--- config.mk ---
export PLATFORM = sky130hd
export DESIGN_NAME = vecmac_controller
export DESIGN_NICKNAME = d
export VERILOG_FILES = /design/src/rtl/vecmac_controller_pkg.sv /design/src/rtl/vecmac_controller.sv
export SDC_FILE = /design/constraint.sdc
export NUM_CORES = 1
export LEC_CHECK = 0
export BUFFER_PORTS_ARGS = -buffer_cell sky130_fd_sc_hd__buf_2
export CORE_ASPECT_RATIO = 0.75
export CORE_UTILIZATION = 53
export CTS_CLUSTER_SIZE = 28
export DETAILED_ROUTE_END_ITERATION = 16
export PLACE_DENSITY_LB_ADDON = 0.08
export SYNTH_ARGS = -nofsm -noshare
export SYNTH_HDL_FRONTEND = slang
export SYNTH_SLANG_ARGS = --single-unit
--- constraint.sdc ---
create_clock -name clk -period 2.4 [get_ports clk]
set_clock_uncertainty 0.1 [all_clocks]
set_input_delay 0.24 -clock clk [delete_from_list [all_inputs] [get_ports clk]]
set_output_delay 0.24 -clock clk [all_outputs]
set_load 0.05 [all_outputs]
--- src/rtl/vecmac_controller_pkg.sv ---
// Shared definitions for the sum-of-squares controller: parameter defaults
// and the FSM state encoding.
package vecmac_controller_pkg;

    localparam int WORD_SIZE_DEFAULT = 24;
    localparam int ADDR_SIZE_DEFAULT = 8;

    typedef enum logic [2:0] {
        ST_IDLE  = 3'd0,
        ST_CLEAR = 3'd1,
        ST_FETCH = 3'd2,
        ST_DRAIN = 3'd3,
        ST_DONE  = 3'd4
    } state_t;

endpackage

--- src/rtl/vecmac_controller.sv ---
// Sequencer for one sum-of-squares pass: clears the accumulator, walks len
// element addresses (stalling on hold), then drains the 2-stage enable pipe.
module vecmac_controller
    import vecmac_controller_pkg::*;
#(
    parameter int word_size = WORD_SIZE_DEFAULT,
    parameter int addr_size = ADDR_SIZE_DEFAULT
) (
    input  logic                 clk,
    input  logic                 rst,
    input  logic                 start,
    input  logic [addr_size-1:0] base_addr,
    input  logic [addr_size:0]   len,
    input  logic                 hold,
    output logic [addr_size-1:0] mem_addr,
    output logic                 mem_rd,
    output logic                 Store_D,
    output logic                 E_Square,
    output logic                 E_Sum,
    output logic                 acc_clr,
    output logic                 busy,
    output logic                 done
);

    // word_size only matters to the paired datapath; it is range-checked here.
    generate
        if (word_size < 1 || addr_size < 1) begin : g_param_check
            $error("vecmac_controller: word_size and addr_size must be positive");
        end
    endgenerate

    localparam logic [addr_size:0]   COUNT_ZERO = '0;
    localparam logic [addr_size:0]   COUNT_ONE  = {{addr_size{1'b0}}, 1'b1};
    localparam logic [addr_size-1:0] ADDR_ONE   = {{(addr_size-1){1'b0}}, 1'b1};

    state_t                 state_reg;
    state_t                 state_next;
    logic [addr_size-1:0]   addr_reg;
    logic [addr_size-1:0]   last_addr_reg;
    logic [addr_size:0]     count_reg;
    logic [1:0]             delay_reg;
    logic                   issue;

    assign issue = (state_reg == ST_FETCH) && !hold;

    // State register
    always_ff @(posedge clk) begin
        if (rst) begin
            state_reg <= ST_IDLE;
        end else begin
            state_reg <= state_next;
        end
    end

    // Address/count registers and the Store_D -> E_Square -> E_Sum delay line
    always_ff @(posedge clk) begin
        if (rst) begin
            addr_reg      <= '0;
            last_addr_reg <= '0;
            count_reg     <= '0;
            delay_reg     <= '0;
        end else begin
            if (state_reg == ST_IDLE && start) begin
                addr_reg  <= base_addr;
                count_reg <= len;
            end else if (issue) begin
                addr_reg      <= addr_reg + ADDR_ONE;
                count_reg     <= count_reg - COUNT_ONE;
                last_addr_reg <= addr_reg;
            end
            delay_reg <= {delay_reg[0], issue};
        end
    end

    // Next-state logic
    always_comb begin
        state_next = state_reg;
        case (state_reg)
            ST_IDLE:  if (start) state_next = ST_CLEAR;
            ST_CLEAR: state_next = (count_reg != COUNT_ZERO) ? ST_FETCH : ST_DONE;
            ST_FETCH: if (issue && count_reg == COUNT_ONE) state_next = ST_DRAIN;
            // Leave once the final issue has moved past the square stage.
            ST_DRAIN: if (!delay_reg[0]) state_next = ST_DONE;
            ST_DONE:  state_next = ST_IDLE;
            default:  state_next = ST_IDLE;
        endcase
    end

    // Outputs are forced low while rst is high, even on the first reset cycle.
    always_comb begin
        mem_addr = '0;
        mem_rd   = 1'b0;
        Store_D  = 1'b0;
        E_Square = 1'b0;
        E_Sum    = 1'b0;
        acc_clr  = 1'b0;
        busy     = 1'b0;
        done     = 1'b0;
        if (!rst) begin
            mem_addr = issue ? addr_reg : last_addr_reg;
            mem_rd   = issue;
            Store_D  = issue;
            E_Square = delay_reg[0];
            E_Sum    = delay_reg[1];
            acc_clr  = (state_reg == ST_CLEAR);
            busy     = (state_reg != ST_IDLE);
            done     = (state_reg == ST_DONE);
        end
    end

endmodule
==> metrics.md, run 1 <==
| Metric | Value |
|---|---|
| PortBufs | 35 |
| Max stage delay on crit path | 0.73 ns |
| Routed Antenna Nets | 0 |
| Min Hold Slack | about 0.1 ns |
| Max reg flops | 9 |
| Post-layout net count | around 250 |
| Routed wire per std cell | between 10 and 15 um |
| Leak pwr | 0.747 nW |
| Status | complete, no violations |
| Tmin final | 2.25 ns |
| Sequential fraction of the synthesis area | between 30% and 40% |
| Fillcell total | around 240 |
| Dpl cell area | between 1500 and 2000 um^2 |
| CTS buffer count | 5 |
| Antenna violations before repair | 0 |
| DPL Wire Length | between 2000 and 3000 um |
| Post-Syn Area | around 1600 um^2 |
| Worst-case clock buffer depth | 2 |
| Tot GR Track Use | around a quarter |
| Worst Setup Slack, final | about 0.15 ns |
| Max-slew headroom | 47.4% |
| Syn_nets | between 200 and 250 |
| Distinct cells, synth | 38 |
| Post-layout util | between 60% and 70% |
| Starting Density | roughly three fifths |
| Share of layout cells above drive strength 1 | a little over a quarter |
| CTS root buf | clkbuf_8 |
| Largest net degree at the start of global routing | between 40 and 50 |
| Global-route wire length before repair | about 6200 um |
| WL met3 | 275 um |
| Chip height | between 40 and 50 um |
| Uppermost routed layer | met4 |
| Arrival time worst endpoint | around 1.9 ns |
| Pre-CTS setup slack | around 0.37 ns |
| Critical path's slowest cell | or4b_4 |
| Ys Warns | 0 |
| Slew Limit Fails | 0 |
| Clock sink count | 30 |
| Via-per-instance ratio | between 5 and 6 |
| Cells after Synth | 190 |
| Max FO, Critical Path | 16 |
| DR iter-0 viols | approximately 130 |
| Worst-Skew Late Latency | ~0.28 ns |
| GPL Wtd Cong | ~0.87 |
| WP data required | approximately 2 ns |
| Core area | ~2700 um^2 |
| Max VDD drop | roughly 0.49 mV |
| Hold Crit Class | input port to register |
| # diodes | 0 |
| Finished Cell Area | between 1500 and 2000 um^2 |
| Crit start category | register |
| Final hold viol count | 0 |
| Avg Cell Area, Syn | about 8.3 um^2 |
| Final Cycle Share | a little over nine tenths |
| Critical path endpoint category | output port |
| Detailed Route WL | between 3000 and 4000 um |
| Reg clk slew, reported paths | 0.06 ns |
| Measured slew at the worst slew-check pin | just under 0.8 ns |
| Crit Path Category | register to output port |
| Hold-fix buffers at CTS | 0 |
| Number of global-route vias before repair | about 1,400 |
| Layout area overhead | 19.0% |
| CTS tree | done |
| Pre-antenna DRT Iters | 4 |
| Met1 Wirelength | between 1500 and 2000 um |
| Power Density | around 940 nW/um^2 |
| Ports | 36 |
| Setup TNS | 0 ns |
| Residual DRC count | 0 |
| Synth Register Bits | 30 |
| Die width | 65.1 um |
| Via count | 1,460 |
| RSZ-0062 raised after global routing | no |
| Setup-failing EPs final | 0 |
| H-tree levels | 2 |
| F_max | around 440 MHz |
| Remaining Overflow, GRT | 0 |
| Crit path cell chain | or4b_4, nand2_1, a21oi_1, buf_2 |
| Rows | 16 |
| Met2 wire len | between 1500 and 2000 um |
| Die area | 3210 um^2 |
| Max Cap Viol | 0 |
==> power breakdown <==
part | internal (mW) | switching [mW]
clock | 0.289 | 0.186
sequential | 0.594 | 0.128
combinational | 0.228 | 0.351
total | 1.11 | 0.665
==> worst max-delay path, delay by kind of cell, from the launching register on <==
kind                   cells  cell delay [ns]
AOI/OAI and AO/OA          1             0.08
DFF                        1             0.42
buffers and inverters      1             0.25
and+or+nand+nor            2             0.87
==> per-stage QoR <==
stage | total power, mW | instances
2_1_floorplan | 1.16 | 190
3_3_place_gp | 1.26 | 248
3_5_place_dp | 1.30 | 248
4_1_cts | 1.78 | 256
5_1_grt | 1.89 | 257
6_report | 1.78 | 257
==> cell families (layout without fill, tap and decap cells) <==
group | count (synthesis) | in the layout | share of synthesized area (%)
DFF | 30 | 30 | 38.0
and+or+nand+nor | 81 | 81 | 27.4
xor gates and xnor gates | 13 | 13 | 7.21
buffers and inverters | 21 | 52 | 6.41
AOI/OAI and AO/OA | 41 | 41 | 17.8
adders and majority gates | 4 | 4 | 3.17
==> metal layers <==
| metal | global-route usage, % | vias up |
|---|---|---|
| li1 | - | 728 |
| met1 | 33.7 | 666 |
| met2 | 38.5 | 58 |
| met3 | 6.78 | 8 |
| met4 | 12.7 | 0 |
| met5 | 0 | - |
==> layout by cell type, fill, tap and decap left out, types with 2 or more instances in the layout <==
master	instances
a31oi_1	2
nor2b_1	4
dfxtp_1	29
a21oi_1	18
nand4_1	7
nor3_1	3
a211oi_2	3
buf_4	3
a211oi_1	10
ha_1	4
nor2_1	24
xor2_1	8
nor4_1	2
buf_2	35
inv_1	5
xnor2_1	5
nand2_1	26
a2111oi_0	2
nand3_1	3
clkbuf_8	8
==> path summary, 6_finish.rpt <==
| check | start | to | slack (ns) | cells after the start |
|---|---|---|---|---|
| setup / recovery | state_reg[0]$_SDFFE_PP0P_ | mem_addr[1] | 0.15 | 4 |
| hold / removal | len[1] | count_reg[1]$_SDFFE_PP0P_ | 0.1 | 3 |
| setup reg to reg | state_reg[0]$_SDFFE_PP0P_ | addr_reg[5]$_SDFFE_PP0P_ | 0.53 | 4 |
| hold reg to reg | last_addr_reg[3]$_SDFFE_PP0N_ | last_addr_reg[3]$_SDFFE_PP0N_ | 0.36 | 2 |
==> synth_stat cells <==
| cell | count | area, um^2 |
|---|---|---|
| nor4b_1 | 1 | 8.76 |
| a211oi_2 | 3 | 37.5 |
| buf_6 | 2 | 22.5 |
| a311oi_1 | 1 | 8.76 |
| nor3_1 | 3 | 15.0 |
| o211ai_1 | 1 | 7.51 |
| nor3_2 | 1 | 10.0 |
| xor2_1 | 8 | 70.1 |
| nor4b_4 | 1 | 23.8 |
| nand4_1 | 7 | 43.8 |
| a21oi_1 | 18 | 90.1 |
| and2_1 | 1 | 6.26 |
| a31oi_1 | 2 | 12.5 |
| and3_1 | 1 | 6.26 |
| a211oi_1 | 10 | 75.1 |
| or4b_4 | 1 | 13.8 |
| nand2_1 | 26 | 97.6 |
| nor4_4 | 1 | 21.3 |
| buf_2 | 3 | 15.0 |
| nand3_1 | 3 | 15.0 |
| nor2b_1 | 4 | 25.0 |
| a2111oi_0 | 2 | 17.5 |
| xnor2_1 | 5 | 43.8 |
| nor3_4 | 1 | 16.3 |
| dfxtp_1 | 30 | 601 |
| or4_1 | 1 | 7.51 |
| o21ai_1 | 1 | 5.00 |
| buf_4 | 1 | 7.51 |
| o221a_2 | 1 | 11.3 |
| clkbuf_1 | 10 | 37.5 |
| inv_1 | 5 | 18.8 |
| ha_1 | 4 | 50.1 |
| nor2_1 | 25 | 93.8 |
| a22oi_1 | 1 | 7.51 |
| nor3b_1 | 1 | 7.51 |
| a41oi_1 | 1 | 8.76 |
| nor4_1 | 2 | 12.5 |
| nand4b_1 | 1 | 8.76 |
==> timing repair <==
| item | CTS | global route |
|---|---|---|
| gates resized for setup | 0 | 1 |
| endpoints found under the hold margin | 0 | 0 |
| endpoints found under the setup margin | 0 | 8 |
| setup buffers | 0 | 1 |
==> cell type report <==
| type | instances | area [um^2] | area share (%) |
|---|---|---|---|
| Clock buffer | 8 | 110 | 5.85 |
| Inverter | 5 | 18.8 | 0.998 |
| Multi-Input combinational cell | 139 | 887 | 47.2 |
| Tap cell | 36 | 45.0 | 2.40 |
| Sequential cell | 30 | 602 | 32.0 |
| Timing Repair Buffer | 39 | 218 | 11.6 |
Power figures use the tool's default switching activity.
==> run 2, diff against run 1 <==
Settings changed: CORE_UTILIZATION 53 to 50.
==> metrics.md, run 2 (synthesized netlist as in run 1, its figures left out) <==
| Metric | Value |
|---|---|
| Die width | 66.9 um (was 65.1 um) |
| DR iter-0 viols | 117 (was 127) |
| Antenna violations before repair | 0 (unchanged) |
| Hold path depth | 3 (unchanged) |
| Hold-fix buffers at CTS | 0 (unchanged) |
| Starting Density | 53.1% (was 58.0%) |
| Die area | 3390 um^2 (was 3210 um^2) |
| Max-slew headroom | 48.0% (was 47.4%) |
| Max FO, Critical Path | 16 (unchanged) |
| Routed Antenna Nets | 0 (unchanged) |
| Worst-case clock buffer depth | 2 (unchanged) |
| WP data required | 2.06 ns (about the same) |
| Worst-Skew Late Latency | 0.28 ns (about the same) |
| Residual DRC count | 0 (unchanged) |
| Measured slew at the worst slew-check pin | 0.779 ns (was 0.788 ns) |
| RSZ-0062 raised after global routing | no (unchanged) |
| Status | complete, no violations (unchanged) |
| Reg2Reg Depth | 4 (unchanged) |
| H-tree levels | 2 (unchanged) |
| Leak pwr | 0.738 nW (was 0.747 nW) |
| CTS buffer count | 5 (unchanged) |
| Setup crit start | state_reg[0]$_SDFFE_PP0P_ (unchanged) |
| GPL Wtd Cong | 0.864 (was 0.867) |
| Via-per-instance ratio | 5.50 (was 5.68) |
| Max VDD drop | 0.408 mV (was 0.489 mV) |
| Remaining Overflow, GRT | 0 (unchanged) |
| Routed wire per std cell | 13.6 um (was 13.8 um) |
| Reg clk slew, reported paths | 0.06 ns (about the same) |
| Largest net degree at the start of global routing | 45 (unchanged) |
| Gate power share | 33.6% (was 32.6%) |
| Crit Path Category | register to output port (unchanged) |
| # diodes | 0 (unchanged) |
| Via count | 1,424 (was 1,460) |
| Ports | 36 (unchanged) |
| Clock sink count | 30 (unchanged) |
| Core area | 2980 um^2 (was 2720 um^2) |
| Net Sw Frac | 38.6% (was 37.4%) |
| DPL Wire Length | 2520 um (was 2510 um) |
| Max reg flops | 9 (unchanged) |
| Final Cycle Share | 94.9% (was 93.8%) |
| HP Start | len[1] (unchanged) |
| Post-layout net count | 245 (unchanged) |
| P_sw | 0.661 mW (was 0.665 mW) |
| Chip height | 50.7 um (was 49.3 um) |
| Global-route wire length before repair | 5490 um (was 6200 um) |
| CTS root buf | clkbuf_8 (unchanged) |
| Reg power frac | 42.2% (was 40.7%) |
| Crit path cell chain | or4b_4, nand2_1, a21oi_1, buf_2 (unchanged) |
| Tmin final | 2.28 ns (was 2.25 ns) |
| Max stage delay on crit path | 0.73 ns (about the same) |
| Arrival time worst endpoint | 1.94 ns (was 1.91 ns) |
| Clk pwr share | 24.3% (was 26.8%) |
| Detailed Route WL | 3520 um (was 3560 um) |
| Finished Cell Area | 1860 um^2 (was 1880 um^2) |
| Worst r2r src | state_reg[0]$_SDFFE_PP0P_ (unchanged) |
| Cell internal pwr | 1.05 mW (was 1.11 mW) |
| Final hold viol count | 0 (unchanged) |
| PortBufs | 35 (unchanged) |
| Slew Limit Fails | 0 (unchanged) |
| Most frequent cells in the layout | buf_2, dfxtp_1, nand2_1, nor2_1, a21oi_1 (unchanged) |
| Pre-antenna DRT Iters | 5 (was 4) |
| CTS tree | done (unchanged) |
| Layout area overhead | 18.0% (was 19.0%) |
| Fillcell total | 269 (was 237) |
| Stages on worst setup path | 4 (unchanged) |
| CP bufs+invs | 1 (unchanged) |
| Dpl cell area | 1760 um^2 (about the same) |
| Crit start category | register (unchanged) |
| Setup-failing EPs final | 0 (unchanged) |
| F_max | 439 MHz (was 444 MHz) |
| Critical path endpoint category | output port (unchanged) |
| Total power | 1.71 mW (was 1.78 mW) |
| Hold Crit Class | input port to register (unchanged) |
| Share of layout cells above drive strength 1 | 26.2% (was 26.7%) |
| Max Cap Viol | 0 (unchanged) |
| Critical path's slowest cell | or4b_4 (unchanged) |
| Worst path top cell family by delay | simple AND/OR/NAND/NOR gates (unchanged) |
| Power Density | 919 nW/um^2 (was 945 nW/um^2) |
| Most common cell after layout, fill and taps aside | buf_2 (unchanged) |
| Number of global-route vias before repair | 1,115 (was 1,370) |
| Tot GR Track Use | 22.3% (was 25.6%) |
| Rows | 17 (was 16) |
run 2: cell types whose count changed in the layout (fill, tap and decap cells not counted):
cell / delta
clkinv_2: +1
clkbuf_8: -2
clkbuf_1: +1
run 2: worst reg2reg max path, cell delays in order, from the launching register on:
cell      delay, ns
dfxtp_1        0.42
or4b_4         0.73
nor3_4         0.24
xnor2_1        0.09
a211oi_2       0.23
run 2: power by group through the flow:
stage | clock network (mW) | registers (mW) | logic, mW
floorplan | 0 | 0.672 | 0.485
global placement | 0 | 0.721 | 0.548
detailed placement | 0 | 0.729 | 0.567
CTS | 0.424 | 0.718 | 0.570
global route | 0.444 | 0.738 | 0.636
finish | 0.416 | 0.722 | 0.575
run 2: layout make-up:
| class | instances | area [um^2] | share of cell area, % |
|---|---|---|---|
| multi-input combinational | 139 | 887 | 47.6 |
| clock buffer | 7 | 86.3 | 4.63 |
| inverter | 5 | 18.8 | 1.01 |
| clock inverter | 1 | 5.00 | 0.268 |
| tap | 38 | 47.5 | 2.55 |
| timing repair buffer | 39 | 218 | 11.7 |
| sequential | 30 | 602 | 32.3 |
run 2: worst paths after layout:
check / to / slack [ns]
max reg2reg: addr_reg[7]$_SDFFE_PP0P_ / 0.50
min: count_reg[1]$_SDFFE_PP0P_ / 0.13
max: mem_addr[7] / 0.12
min reg2reg: last_addr_reg[1]$_SDFFE_PP0N_ / 0.36
run 2: repair_timing:
item	4_1_cts	5_1_grt
gates resized for setup	0	1
buffers inserted	0	1
endpoints found under the setup margin	0	7
run 2: metrics by stage:
stage | worst slack (ns) | hold WS (ns) | std cells | utilization (%) | TNS, ns
finish | 0.123 | 0.133 | 259 | 62.6 | 0
global route | 0.0602 | 0.133 | 259 | 62.6 | 0
CTS | 0.0923 | 0.125 | 258 | 62.3 | 0
detailed placement | 0.379 | 0.357 | 250 | 59.2 | 0
global placement | 0.444 | 0.350 | 250 | 59.2 | 0
floorplan | -0.00347 | 0.276 | 190 | - | -0.00347
run 2: routing by layer:
| layer | part of all wire, % | up-vias | track usage [%] |
|---|---|---|---|
| met1 | 49 | 646 | 32.8 |
| met5 | 0 | - | 0 |
| li1 | - | 730 | - |
| met2 | 44 | 44 | 31.0 |
| met3 | 6.4 | 4 | 5.45 |
| met4 | 0.48 | 0 | 8.16 |
==> run 3, diff against run 2 <==
Settings changed: BUFFER_PORTS_ARGS -buffer_cell sky130_fd_sc_hd__buf_2 to -buffer_cell sky130_fd_sc_hd__clkbuf_2.
==> metrics.md, run 3 (synthesized netlist as in run 1, its figures left out) <==
| Metric | Value |
|---|---|
| # diodes | 0 (unchanged) |
| Status | complete, no violations (unchanged) |
| Clock sink count | 30 (unchanged) |
| Max-slew headroom | 52.6% (was 48.0%) |
| Remaining Overflow, GRT | 0 (unchanged) |
| Arrival time worst endpoint | 1.91 ns (was 1.94 ns) |
| Hold Crit Class | input port to register (unchanged) |
| Rows | 17 (unchanged) |
| Worst Setup Slack, final | 0.152 ns (was 0.123 ns) |
| Via count | 1,420 (was 1,424) |
| Worst-case clock buffer depth | 2 (unchanged) |
| DR iter-0 viols | 109 (was 117) |
| Most common cell after layout, fill and taps aside | clkbuf_2 (was buf_2) |
| Via-per-instance ratio | 5.50 (about the same) |
| Slew Limit Fails | 0 (unchanged) |
| Share of layout cells above drive strength 1 | 26.4% (was 26.2%) |
| Layout area overhead | 17.1% (was 18.0%) |
| Critical path's slowest cell | or4b_4 (unchanged) |
| WP data required | 2.06 ns (about the same) |
| Largest net degree at the start of global routing | 35 (was 45) |
| Worst-Skew Late Latency | 0.28 ns (about the same) |
| Critical path endpoint category | output port (unchanged) |
| RSZ-0062 raised after global routing | no (unchanged) |
| Crit path cell chain | or4b_4, nand2_1, a21oi_1, clkbuf_2 (was or4b_4, nand2_1, a21oi_1, buf_2) |
| Routed wire per std cell | 13.7 um (was 13.6 um) |
| Leak pwr | 0.724 nW (was 0.738 nW) |
| Worst r2r src | state_reg[0]$_SDFFE_PP0P_ (unchanged) |
| Max reg flops | 9 (unchanged) |
| Tot GR Track Use | 23.0% (was 22.3%) |
| Antenna violations before repair | 0 (unchanged) |
| Max FO, Critical Path | 16 (unchanged) |
| Die area | 3390 um^2 (unchanged) |
| Detailed Route WL | 3540 um (was 3520 um) |
| F_max | 445 MHz (was 439 MHz) |
| PortBufs | 35 (unchanged) |
| Max VDD drop | 0.553 mV (was 0.408 mV) |
| H-tree levels | 2 (unchanged) |
| DPL Wire Length | 2470 um (was 2520 um) |
| Hold-fix buffers at CTS | 0 (unchanged) |
| GPL Wtd Cong | 0.817 (was 0.864) |
| Core area | 2980 um^2 (unchanged) |
| Power Density | 910 nW/um^2 (was 919 nW/um^2) |
| Measured slew at the worst slew-check pin | 0.711 ns (was 0.779 ns) |
| HP Start | len[1] (unchanged) |
| Global-route wire length before repair | 5660 um (was 5490 um) |
| Number of global-route vias before repair | 1,228 (was 1,115) |
| Ports | 36 (unchanged) |
| Setup-failing EPs final | 0 (unchanged) |
| Setup crit start | state_reg[0]$_SDFFE_PP0P_ (unchanged) |
| Post-layout util | 62.1% (was 62.6%) |
| Most frequent cells in the layout | clkbuf_2, dfxtp_1, nand2_1, nor2_1, a21oi_1 (was buf_2, dfxtp_1, nand2_1, nor2_1, a21oi_1) |
| Chip height | 50.7 um (unchanged) |
| Starting Density | 53.1% (unchanged) |
| Final hold viol count | 0 (unchanged) |
| Residual DRC count | 0 (unchanged) |
| Setup TNS | 0 ns (unchanged) |
| CTS tree | done (unchanged) |
| Crit start category | register (unchanged) |
| Final Cycle Share | 93.7% (was 94.9%) |
| Reg clk slew, reported paths | 0.06 ns (about the same) |
| Max Cap Viol | 0 (unchanged) |
| CTS root buf | clkbuf_8 (unchanged) |
| Tmin final | 2.25 ns (was 2.28 ns) |
| Crit Path Category | register to output port (unchanged) |
| Post-layout net count | 246 (was 245) |
| Pre-CTS setup slack | 0.351 ns (was 0.379 ns) |
| Pre-antenna DRT Iters | 4 (was 5) |
| Routed Antenna Nets | 0 (unchanged) |
| Die width | 66.9 um (unchanged) |
| Max stage delay on crit path | 0.72 ns (was 0.73 ns) |
| CTS buffer count | 5 (unchanged) |
==> run 3: cell types whose count changed in the layout (fill, tap and decap cells not counted) <==
cell | previous run | this run
buf_2 | 35 | 0
clkbuf_2 | 0 | 35
buf_4 | 3 | 5
buf_12 | 1 | 0
clkbuf_1 | 1 | 0
clkinv_2 | 1 | 0
==> run 3: critical path: cells and delay by family, from the launching register on <==
kind	cells	cell delay, ns
AO/OA/AOI/OAI	1	0.08
flip-flops	1	0.42
buffers and inverters	1	0.27
AND/OR/NAND/NOR	2	0.86
==> run 3: layout make-up <==
class	instances	area [um^2]
Fill cell	288	1130
Sequential cell	30	602
Clock buffer	6	82.6
Inverter	5	18.8
Tap cell	38	47.5
Timing Repair Buffer	40	213
Multi-Input combinational cell	139	887
==> run 3: worst paths after layout <==
kind	to	slack [ns]	depth (start not counted)
setup / recovery	mem_addr[3]	0.15	4
hold / removal	count_reg[1]$_SDFFE_PP0P_	0.10	3
setup reg to reg	addr_reg[5]$_SDFFE_PP0P_	0.53	4
hold reg to reg	last_addr_reg[2]$_SDFFE_PP0N_	0.37	2
==> run 3: power by group <==
| group | internal, mW | total (mW) | switching, mW |
|---|---|---|---|
| Sequential | 0.594 | 0.720 | 0.126 |
| Combinational | 0.216 | 0.566 | 0.350 |
| Clock | 0.221 | 0.399 | 0.178 |
==> run 3: what timing repair did <==
action | in CTS | in global routing
setup endpoints to repair | 0 | 8
buffers inserted | 0 | 1
gates resized for setup | 0 | 1
==> run 3: metrics by stage <==
| step | hold slack (ns) | instances | instance area (um^2) | power [mW] |
|---|---|---|---|---|
| 2_1_floorplan | 0.276 | 190 | 1590 | 1.16 |
| 3_3_place_gp | 0.350 | 251 | 1760 | 1.25 |
| 3_5_place_dp | 0.358 | 251 | 1760 | 1.28 |
| 4_1_cts | 0.106 | 257 | 1840 | 1.68 |
| 5_1_grt | 0.110 | 258 | 1850 | 1.80 |
| 6_report | 0.102 | 258 | 1850 | 1.68 |
==> run 3: routing by layer <==
metal | track usage, % | vias to the layer above | part of all wire [%]
li1 | - | 730 | -
met1 | 32.2 | 639 | 50
met2 | 32.0 | 44 | 43
met3 | 6.82 | 7 | 6.1
met4 | 10.6 | 0 | 1.4
met5 | 0 | - | 0
